--- config.mk ---
export PLATFORM = sky130hd
export DESIGN_NAME = jts18_vdp_mix
export DESIGN_NICKNAME = d
export VERILOG_FILES = /design/src/rtl/jts18_vdp_mix.sv
export SDC_FILE = /design/constraint.sdc
export NUM_CORES = 1
export LEC_CHECK = 0
export CAP_MARGIN = 10
export CORE_MARGIN = 2
export CORE_UTILIZATION = 47
export CTS_CLUSTER_SIZE = 16
export DETAILED_ROUTE_END_ITERATION = 16
export PLACE_DENSITY = 0.79
export SLEW_MARGIN = 20
export SYNTH_ARGS = -nofsm -noshare
export SYNTH_HDL_FRONTEND = slang
export SYNTH_SLANG_ARGS = --single-unit
--- constraint.sdc ---
create_clock -name clk -period 1.55 [get_ports clk]
set_input_delay 0.155 -clock clk [delete_from_list [all_inputs] [get_ports clk]]
set_output_delay 0.155 -clock clk [all_outputs]
set_load 0.05 [all_outputs]
--- src/rtl/jts18_vdp_mix.sv ---
// System 16 / VDP colour mixer: aligns pixels with the late vdp_sel decision and picks the output layer.
// Define JTS18_VDPMIX_STATS_EN to build the per-frame VDP pixel counter on vdp_cnt.
module jts18_vdp_mix #(
  parameter int DLY = 2
) (
  input  logic        clk,
  input  logic        rst,
  input  logic        pxl_cen,
  input  logic        LHBL,
  input  logic        LVBL,
  input  logic [14:0] s16_rgb,
  input  logic [14:0] vdp_rgb,
  input  logic        vdp_sel,
  input  logic        vdp_en,
  output logic [14:0] rgb_out,
  output logic        LHBL_out,
  output logic        LVBL_out,
  output logic [16:0] vdp_cnt
);

  logic [31:0] w_pix_in;
  logic [31:0] w_pix_dly;
  logic [14:0] w_s16_d;
  logic [14:0] w_vdp_d;
  logic        w_lhbl_d;
  logic        w_lvbl_d;
  logic        w_blank;
  logic        w_use_vdp;

  assign w_pix_in = {s16_rgb, vdp_rgb, LHBL, LVBL};

  // The delay line runs on every clk so vdp_sel lines up with its pixel no matter where pxl_cen falls.
  generate
    if (DLY == 0) begin : g_bypass
      assign w_pix_dly = w_pix_in;
    end else begin : g_pipe
      logic [31:0] r_pipe [DLY];

      always_ff @(posedge clk) begin
        if (rst) begin
          for (int i = 0; i < DLY; i++) r_pipe[i] <= '0;
        end else begin
          r_pipe[0] <= w_pix_in;
          for (int i = 1; i < DLY; i++) r_pipe[i] <= r_pipe[i-1];
        end
      end

      assign w_pix_dly = r_pipe[DLY-1];
    end
  endgenerate

  assign {w_s16_d, w_vdp_d, w_lhbl_d, w_lvbl_d} = w_pix_dly;
  assign w_blank   = ~(w_lhbl_d & w_lvbl_d);
  assign w_use_vdp = vdp_sel & vdp_en;

  always_ff @(posedge clk) begin
    if (rst) begin
      rgb_out  <= '0;
      LHBL_out <= 1'b0;
      LVBL_out <= 1'b0;
    end else if (pxl_cen) begin
      LHBL_out <= w_lhbl_d;
      LVBL_out <= w_lvbl_d;
      if (w_blank) rgb_out <= '0;
      else if (w_use_vdp) rgb_out <= w_vdp_d;
      else rgb_out <= w_s16_d;
    end
  end

`ifdef JTS18_VDPMIX_STATS_EN
  logic [16:0] r_cnt;
  logic [16:0] r_vdp_cnt;
  logic        r_lvbl_last;
  logic        w_vb_fall;
  logic        w_count;

  // Edge detect runs every clk; a falling LVBL between pixel enables still closes the frame.
  assign w_vb_fall = r_lvbl_last & ~w_lvbl_d;
  assign w_count   = pxl_cen & w_lhbl_d & w_lvbl_d & w_use_vdp;

  always_ff @(posedge clk) begin
    if (rst) begin
      r_cnt       <= '0;
      r_vdp_cnt   <= '0;
      r_lvbl_last <= 1'b0;
    end else begin
      r_lvbl_last <= w_lvbl_d;
      if (w_vb_fall) begin
        r_vdp_cnt <= r_cnt;
        r_cnt     <= '0;
      end else if (w_count && (r_cnt != 17'h1FFFF)) begin
        r_cnt <= r_cnt + 17'd1;
      end
    end
  end

  assign vdp_cnt = r_vdp_cnt;
`else
  assign vdp_cnt = '0;
`endif

endmodule

# After elaboration in Yosys (flattened, before gate mapping)
# Memories as Yosys holds them, arrays and structs flattened.
# Cells that the tools add are included.
# word_totals
regBits,17
mem_bits_rw,64
inputBits,37
out_inout_bits,34
elab_cells,15
mem_count,1
# mem_list
name,words,word_bits,rd,rd_ports_with_merged_regs,wr,line_no,text
g_pipe.r_pipe,2,32,2,0,2,37,logic [31:0] r_pipe [DLY];
# op_classes
mux,7
bitwise_logic,4
# ops
operator,count
$mux W32,2
$mux W15,2
$mux W1,3
$and A1 B1 Y1,2
$or A1 B1 Y1,2

# Depth between registers and ports, before layout
# Gate-level depths: netlist of run 1.
# logic_depth
word_depth,3
ltp_mapped,4
depth_no_buf,3

# Least setup slack after synthesis of run 1
# Ideal clock, no wire load.
# synth_path
path_type,register to register
from,"register, netlist name LHBL_out"
to,register LHBL_out
setup_time_ns,0.065
t_arrival_ns,0.817
t_required_ns,1.485
setup_slack_ns,0.668
stages_incl_launch_ff,3
n_path_buf,0
synth_period_minus_slack_ns,0.882
path_cell_list,dfxtp_1 mux2i_1 nor2_1
# synth_rtl
element,line_no,text
"end signal, assigned",62,LHBL_out <= w_lhbl_d;
"end, declared",16,"output logic LHBL_out,"

==> results_dict.tcl, run 1 <==
set metrics [dict create \
    rr_endpoint "rgb_out[14]" \
    grt-ovfl-total 0 \
    hold_viol_final 0 \
    cp.required_ns 1.81 \
    drive_gt1_frac 0.140 \
    fin_crit_sh 0.714 \
    wl_mm 3.54 \
    cts_buffer_depth 2 \
    synth.distinct_cells 15 \
    netlist_instances 225 \
    dp.cells 340 \
    hold_class "input pin to flip-flop" \
    dr.first_iter.drc_count 42 \
    fin_cells 356 \
    die_w_um 77.5 \
    peakVddDrop_uv 683 \
    final-setup-viol-count 0 \
    cts_root_buffer "clkbuf_8" \
    fmax_ghz 0.903 \
    num_antenna_cells 0 \
    slew_headroom 0.650 \
    die_y_um 77.5 \
    multi_input_area_um2 801 \
    end_kind "flip-flop" \
    area_delta_synth_final_pct 28.8 \
    synth-seq-cells 81 \
    place_congestion 0.727 \
    fin_setup_tns_ns 0 \
    clk_pin_slew_worst_paths_ns 0.08 \
    cts_setup_buffers 0 \
    cp.arrival_ns 1.37 \
    grt_pass1_wl_mm 5.42 \
    slowest_stage "clkdlybuf4s50_1" \
    synth.cell_area_um2 2540 \
    cts.sinks 81 \
    grt_max_degree 39 \
    dieArea_um2 6010 \
    ff2ff_path_depth 2 \
    fill_cells 416 \
    cts_buffers 9 \
    cts.htree.levels 3 \
    grt_usage 0.122 \
    tightestPinTransition_ns 0.524 \
    io_pins 71 \
    crit_end "rgb_out[2]" \
    clkLatencyLatePin_ns 0.34 \
    design.core.area_um2 5170 \
    rows 26 \
    path_cells "clkdlybuf4s50_1 > nor2_2 > nand2_1 > o21ai_1" \
    drc 0 \
    period_needed_ns 1.11 \
    crit_fanout 15 \
    final_nets 318 \
    antenna_found_initial 0 \
    grt_pass1_vias 1187 \
    via_count 1449 \
    routedWlPerCell_um 9.94 \
    seq_area_frac_synth 0.638 \
    drt_first_pass_iters 4 \
    regToRegStartpoint "g_pipe.r_pipe[0][32]" \
    dpl_cell_area_um2 3030 \
    start_util 0.491 \
    design_area_um2 3270 \
    start_kind "input pin" \
    avgSynthCellArea_um2 11.3 \
    crit_buf_inv 1 \
    fin_skew_ns 0.00616 \
    crit_path_max_incr_delay_ns 0.51 \
    power_per_cell_area_nw_per_um2 1310 \
    cts_tree "built" \
    drv_cap 0 \
    cp.depth 4 \
    rsz0062_at_grt "no" \
    p_leak_nw 1.41 \
    ff_latch_area_um2 1620 \
    drv_slew 0 \
    dp_hpwl_mm 2.55 \
    critPathTopFamily "simple AND/OR/NAND/NOR gates" \
    vias_per_cell 4.07 \
    port_buffers 53 \
    worstSetupPathType "input pin to flip-flop" \
    cts_repair_resize_count 0 \
    cp-startpoint "pxl_cen" \
    cts_hold_buf 0 \
    outcome "finished, final reports clean" \
    post-route-util 0.632 \
    yosysWarnings 0 \
    postRouteAntennaNets 0 \
    ff2ff_setup_slack_ns 0.55 \
]
-- power by group --
group | switching, mW | leakage, nW | internal [mW]
combinational | 0.171 | 0.613 | 0.144
clock | 0.692 | 0.126 | 1.11
sequential | 0.0176 | 0.667 | 2.16
total | 0.881 | 1.41 | 3.41
-- stage by stage --
| step | total power, mW | worst slack, ns | hold slack (ns) |
|---|---|---|---|
| detailed placement | 2.54 | 0.0611 | 0.412 |
| finish | 4.29 | 0.443 | 0.0602 |
| floorplan | 2.46 | 0.668 | 0.283 |
| global route | 4.43 | 0.319 | 0.0526 |
| CTS | 4.33 | 0.426 | 0.0413 |
| global placement | 2.54 | 0.162 | 0.406 |
-- flip-flops by register name, summed over array words and instances, names as in the netlist --
signal and flops:
LHBL_out 1, g_pipe.r_pipe 64, rgb_out 15, LVBL_out 1
-- routing by layer --
metal,track usage,wire length (µm),vias up
met5,0,0,-
met1,0.141,1650,606
met3,0.0372,206,10
met2,0.185,1580,52
met4,0.102,94,0
li1,-,-,781
-- worst min-delay path by stage --
stage,from,endpoint,depth (start not counted),slack [ns]
finish,rst,g_pipe.r_pipe[0][60],2,0.06
global route,rst,g_pipe.r_pipe[0][60],2,0.05
CTS,rst,g_pipe.r_pipe[0][60],2,0.04
detailed placement,rst,g_pipe.r_pipe[0][60],2,0.41
global placement,rst,g_pipe.r_pipe[0][60],2,0.41
floorplan,LVBL,g_pipe.r_pipe[0][0],1,0.28
-- placed cells by master (no fill, tap or decap), drive strengths merged --
cell type      count
mux2i             17
bufinv             3
dfxtp             81
clkbuf            10
conb              17
nor2               3
nand4b             1
nand2             16
nor2b             64
clkinv             3
clkdlybuf4s50     35
o21ai             15
buf               21
-- layout make-up --
| class | count | area share |
|---|---|---|
| flip-flops and latches | 81 | 0.496 |
| multi-input cells | 133 | 0.245 |
| repair buffers | 56 | 0.158 |
| well taps | 70 | 0.0268 |
| clock buffers | 10 | 0.0421 |
| clock inverters | 6 | 0.0321 |
-- cell usage after synthesis (all sizes together) --
master / n / area [µm²]
conb: 1 / 3.75
clkbuf: 3 / 12.5
buf: 24 / 165
nor2b: 64 / 400
nor2: 3 / 13.8
nand4b: 1 / 15.0
dfxtp: 81 / 1620
mux2i: 17 / 170
o21ai: 15 / 75.1
nand2: 16 / 62.6
-- cell families after synthesis --
family / count (synthesis) / synth area share
flops: 81 / 0.638
simple gates: 84 / 0.194
compound gates: 15 / 0.0296
buf+inv: 27 / 0.0700
other cells: 1 / 0.00148
mux: 17 / 0.0670
No activity file was read; power rests on OpenSTA's default activity.
==> inputs of run 2 (changes only) <==
Settings changed: CORE_UTILIZATION 47 to 46, PLACE_DENSITY 0.79 to 0.77.
Clock period 1.55 ns to 1.1 ns, I/O delays scaled along.
==> results_dict.tcl, run 2 (synthesis results as in run 1) <==
set metrics [dict create \
    fin_setup_tns_ns 0 \
    p_total_mw 5.46 \
    cts_hold_buf 0 \
    hold_viol_final 0 \
    grt_pass1_wl_mm 6.11 \
    place_congestion 0.698 \
    drt_first_pass_iters 4 \
    top_register "g_pipe.r_pipe" \
    drc 0 \
    cts_buffer_depth 2 \
    cts_repair_resize_count 0 \
    power.switching_mw 1.21 \
    rows 27 \
    dr_wl_met3_um 218 \
    dr.first_iter.drc_count 60 \
    swShare 0.222 \
    outcome "finished, final reports clean" \
    cts_buffers 9 \
    via_count 1495 \
    die_y_um 78.3 \
    top_layer_used "met4" \
    fill_cells 423 \
    critPathTopFamily "flip-flops" \
    p_int_mw 4.24 \
    dp_hpwl_mm 2.68 \
    peakVddDrop_uv 896 \
    end_kind "primary output" \
    period_needed_ns 1.00 \
    crit_buf_inv 1 \
    drive_gt1_frac 0.143 \
    cts_root_buffer "clkbuf_8" \
    drt-met1-wl_mm 1.66 \
    pre_cts_slack_ns -0.109 \
    die_w_um 78.3 \
    start_kind "flip-flop" \
    dieArea_um2 6130 \
    path_cells "buf_12" \
    hold_class "input pin to flip-flop" \
    grt-ovfl-total 0 \
    worstSetupPathType "flip-flop to primary output" \
    met2_length_mm 1.75 \
    final_nets 320 \
    fin_skew_ns 0.00524 \
    antenna_found_initial 0 \
    slowest_stage "dfxtp_1" \
    cp.arrival_ns 0.89 \
    largest_reg_flops 64 \
    clkLatencyLatePin_ns 0.33 \
    pwr-share-comb 0.085 \
    power_per_cell_area_nw_per_um2 1570 \
    postRouteAntennaNets 0 \
    drv_cap 0 \
    port_buffers 53 \
    dp.cells 344 \
    whs_ns 0.0364 \
    start_util 0.470 \
    grt_usage 0.131 \
    cts_setup_buffers 0 \
    wl_mm 3.71 \
    routedWlPerCell_um 10.3 \
    cts_tree "built" \
    crit_path_max_incr_delay_ns 0.40 \
    io_pins 71 \
    rsz0062_at_grt "no" \
    reg.largest.list "g_pipe.r_pipe (64), rgb_out (15)" \
    grt_max_degree 65 \
    fin_crit_sh 0.910 \
    final_common_cell "dfxtp_1" \
    clockPowerShare 0.352 \
    final_cell_mix "81 x dfxtp_1, 64 x nor2b_1, 35 x clkdlybuf4s50_1" \
    fmax_ghz 0.999 \
    clk_pin_slew_worst_paths_ns 0.08 \
    pwr-share-seq 0.563 \
    drv_slew 0 \
    num_antenna_cells 0 \
    design.core.area_um2 5410 \
    vias_per_cell 4.16 \
    final-setup-viol-count 0 \
    cts.sinks 81 \
    crit_fanout 2 \
    cp.required_ns 0.99 \
    fin_cells 359 \
    cts.htree.levels 3 \
    finalWorstSetupSlack_ns 0.0990 \
    p_leak_nw 1.45 \
    grt_pass1_vias 1411 \
    area_delta_synth_final_pct 36.8 \
]
[run 2: cell count changes in the layout (fill, tap and decap cells not counted)]
cell | previous run | this run
clkbuf_8 | 10 | 12
bufinv_16 | 3 | 0
buf_12 | 1 | 21
buf_4 | 19 | 1
[run 2: worst paths after layout]
kind	from	to	slack [ns]	depth (start not counted)
max	rgb_out[1]	rgb_out[1]	0.1	1
min	rst	LVBL_out	0.04	2
max reg2reg	g_pipe.r_pipe[0][33]	rgb_out[0]	0.20	3
min reg2reg	g_pipe.r_pipe[0][0]	g_pipe.r_pipe[0][32]	0.44	1
[run 2: layout make-up]
| class | count | area, µm² | share of cell area |
|---|---|---|---|
| Clock buffer | 12 | 165 | 0.0475 |
| Sequential cell | 81 | 1620 | 0.467 |
| Multi-Input combinational cell | 133 | 801 | 0.230 |
| Timing Repair Buffer | 58 | 783 | 0.225 |
| Tap cell | 72 | 90.1 | 0.0259 |
| Clock inverter | 3 | 15.0 | 0.00432 |
[run 2: power groups by stage]
stage	clock network [mW]	registers, mW	logic [mW]
final	1.92	3.07	0.463
after global routing	2.08	3.08	0.498
after CTS	1.96	3.07	0.468
after detailed placement	0	3.14	0.466
after global placement	0	3.14	0.456
after floorplan	0	3.13	0.327
[run 2: per-layer routing]
metal / track usage / vias up
li1: - / 785
met3: 0.0368 / 6
met5: 0 / -
met2: 0.214 / 42
met1: 0.152 / 662
met4: 0.0842 / 0
[run 2: through the flow]
| step | area, µm² | util |
|---|---|---|
| 3_5_place_dp | 3300 | 0.610 |
| 5_1_grt | 3480 | 0.643 |
| 6_report | 3480 | 0.643 |
| 2_1_floorplan | 2600 | - |
| 4_1_cts | 3480 | 0.643 |
| 3_3_place_gp | 3300 | 0.610 |
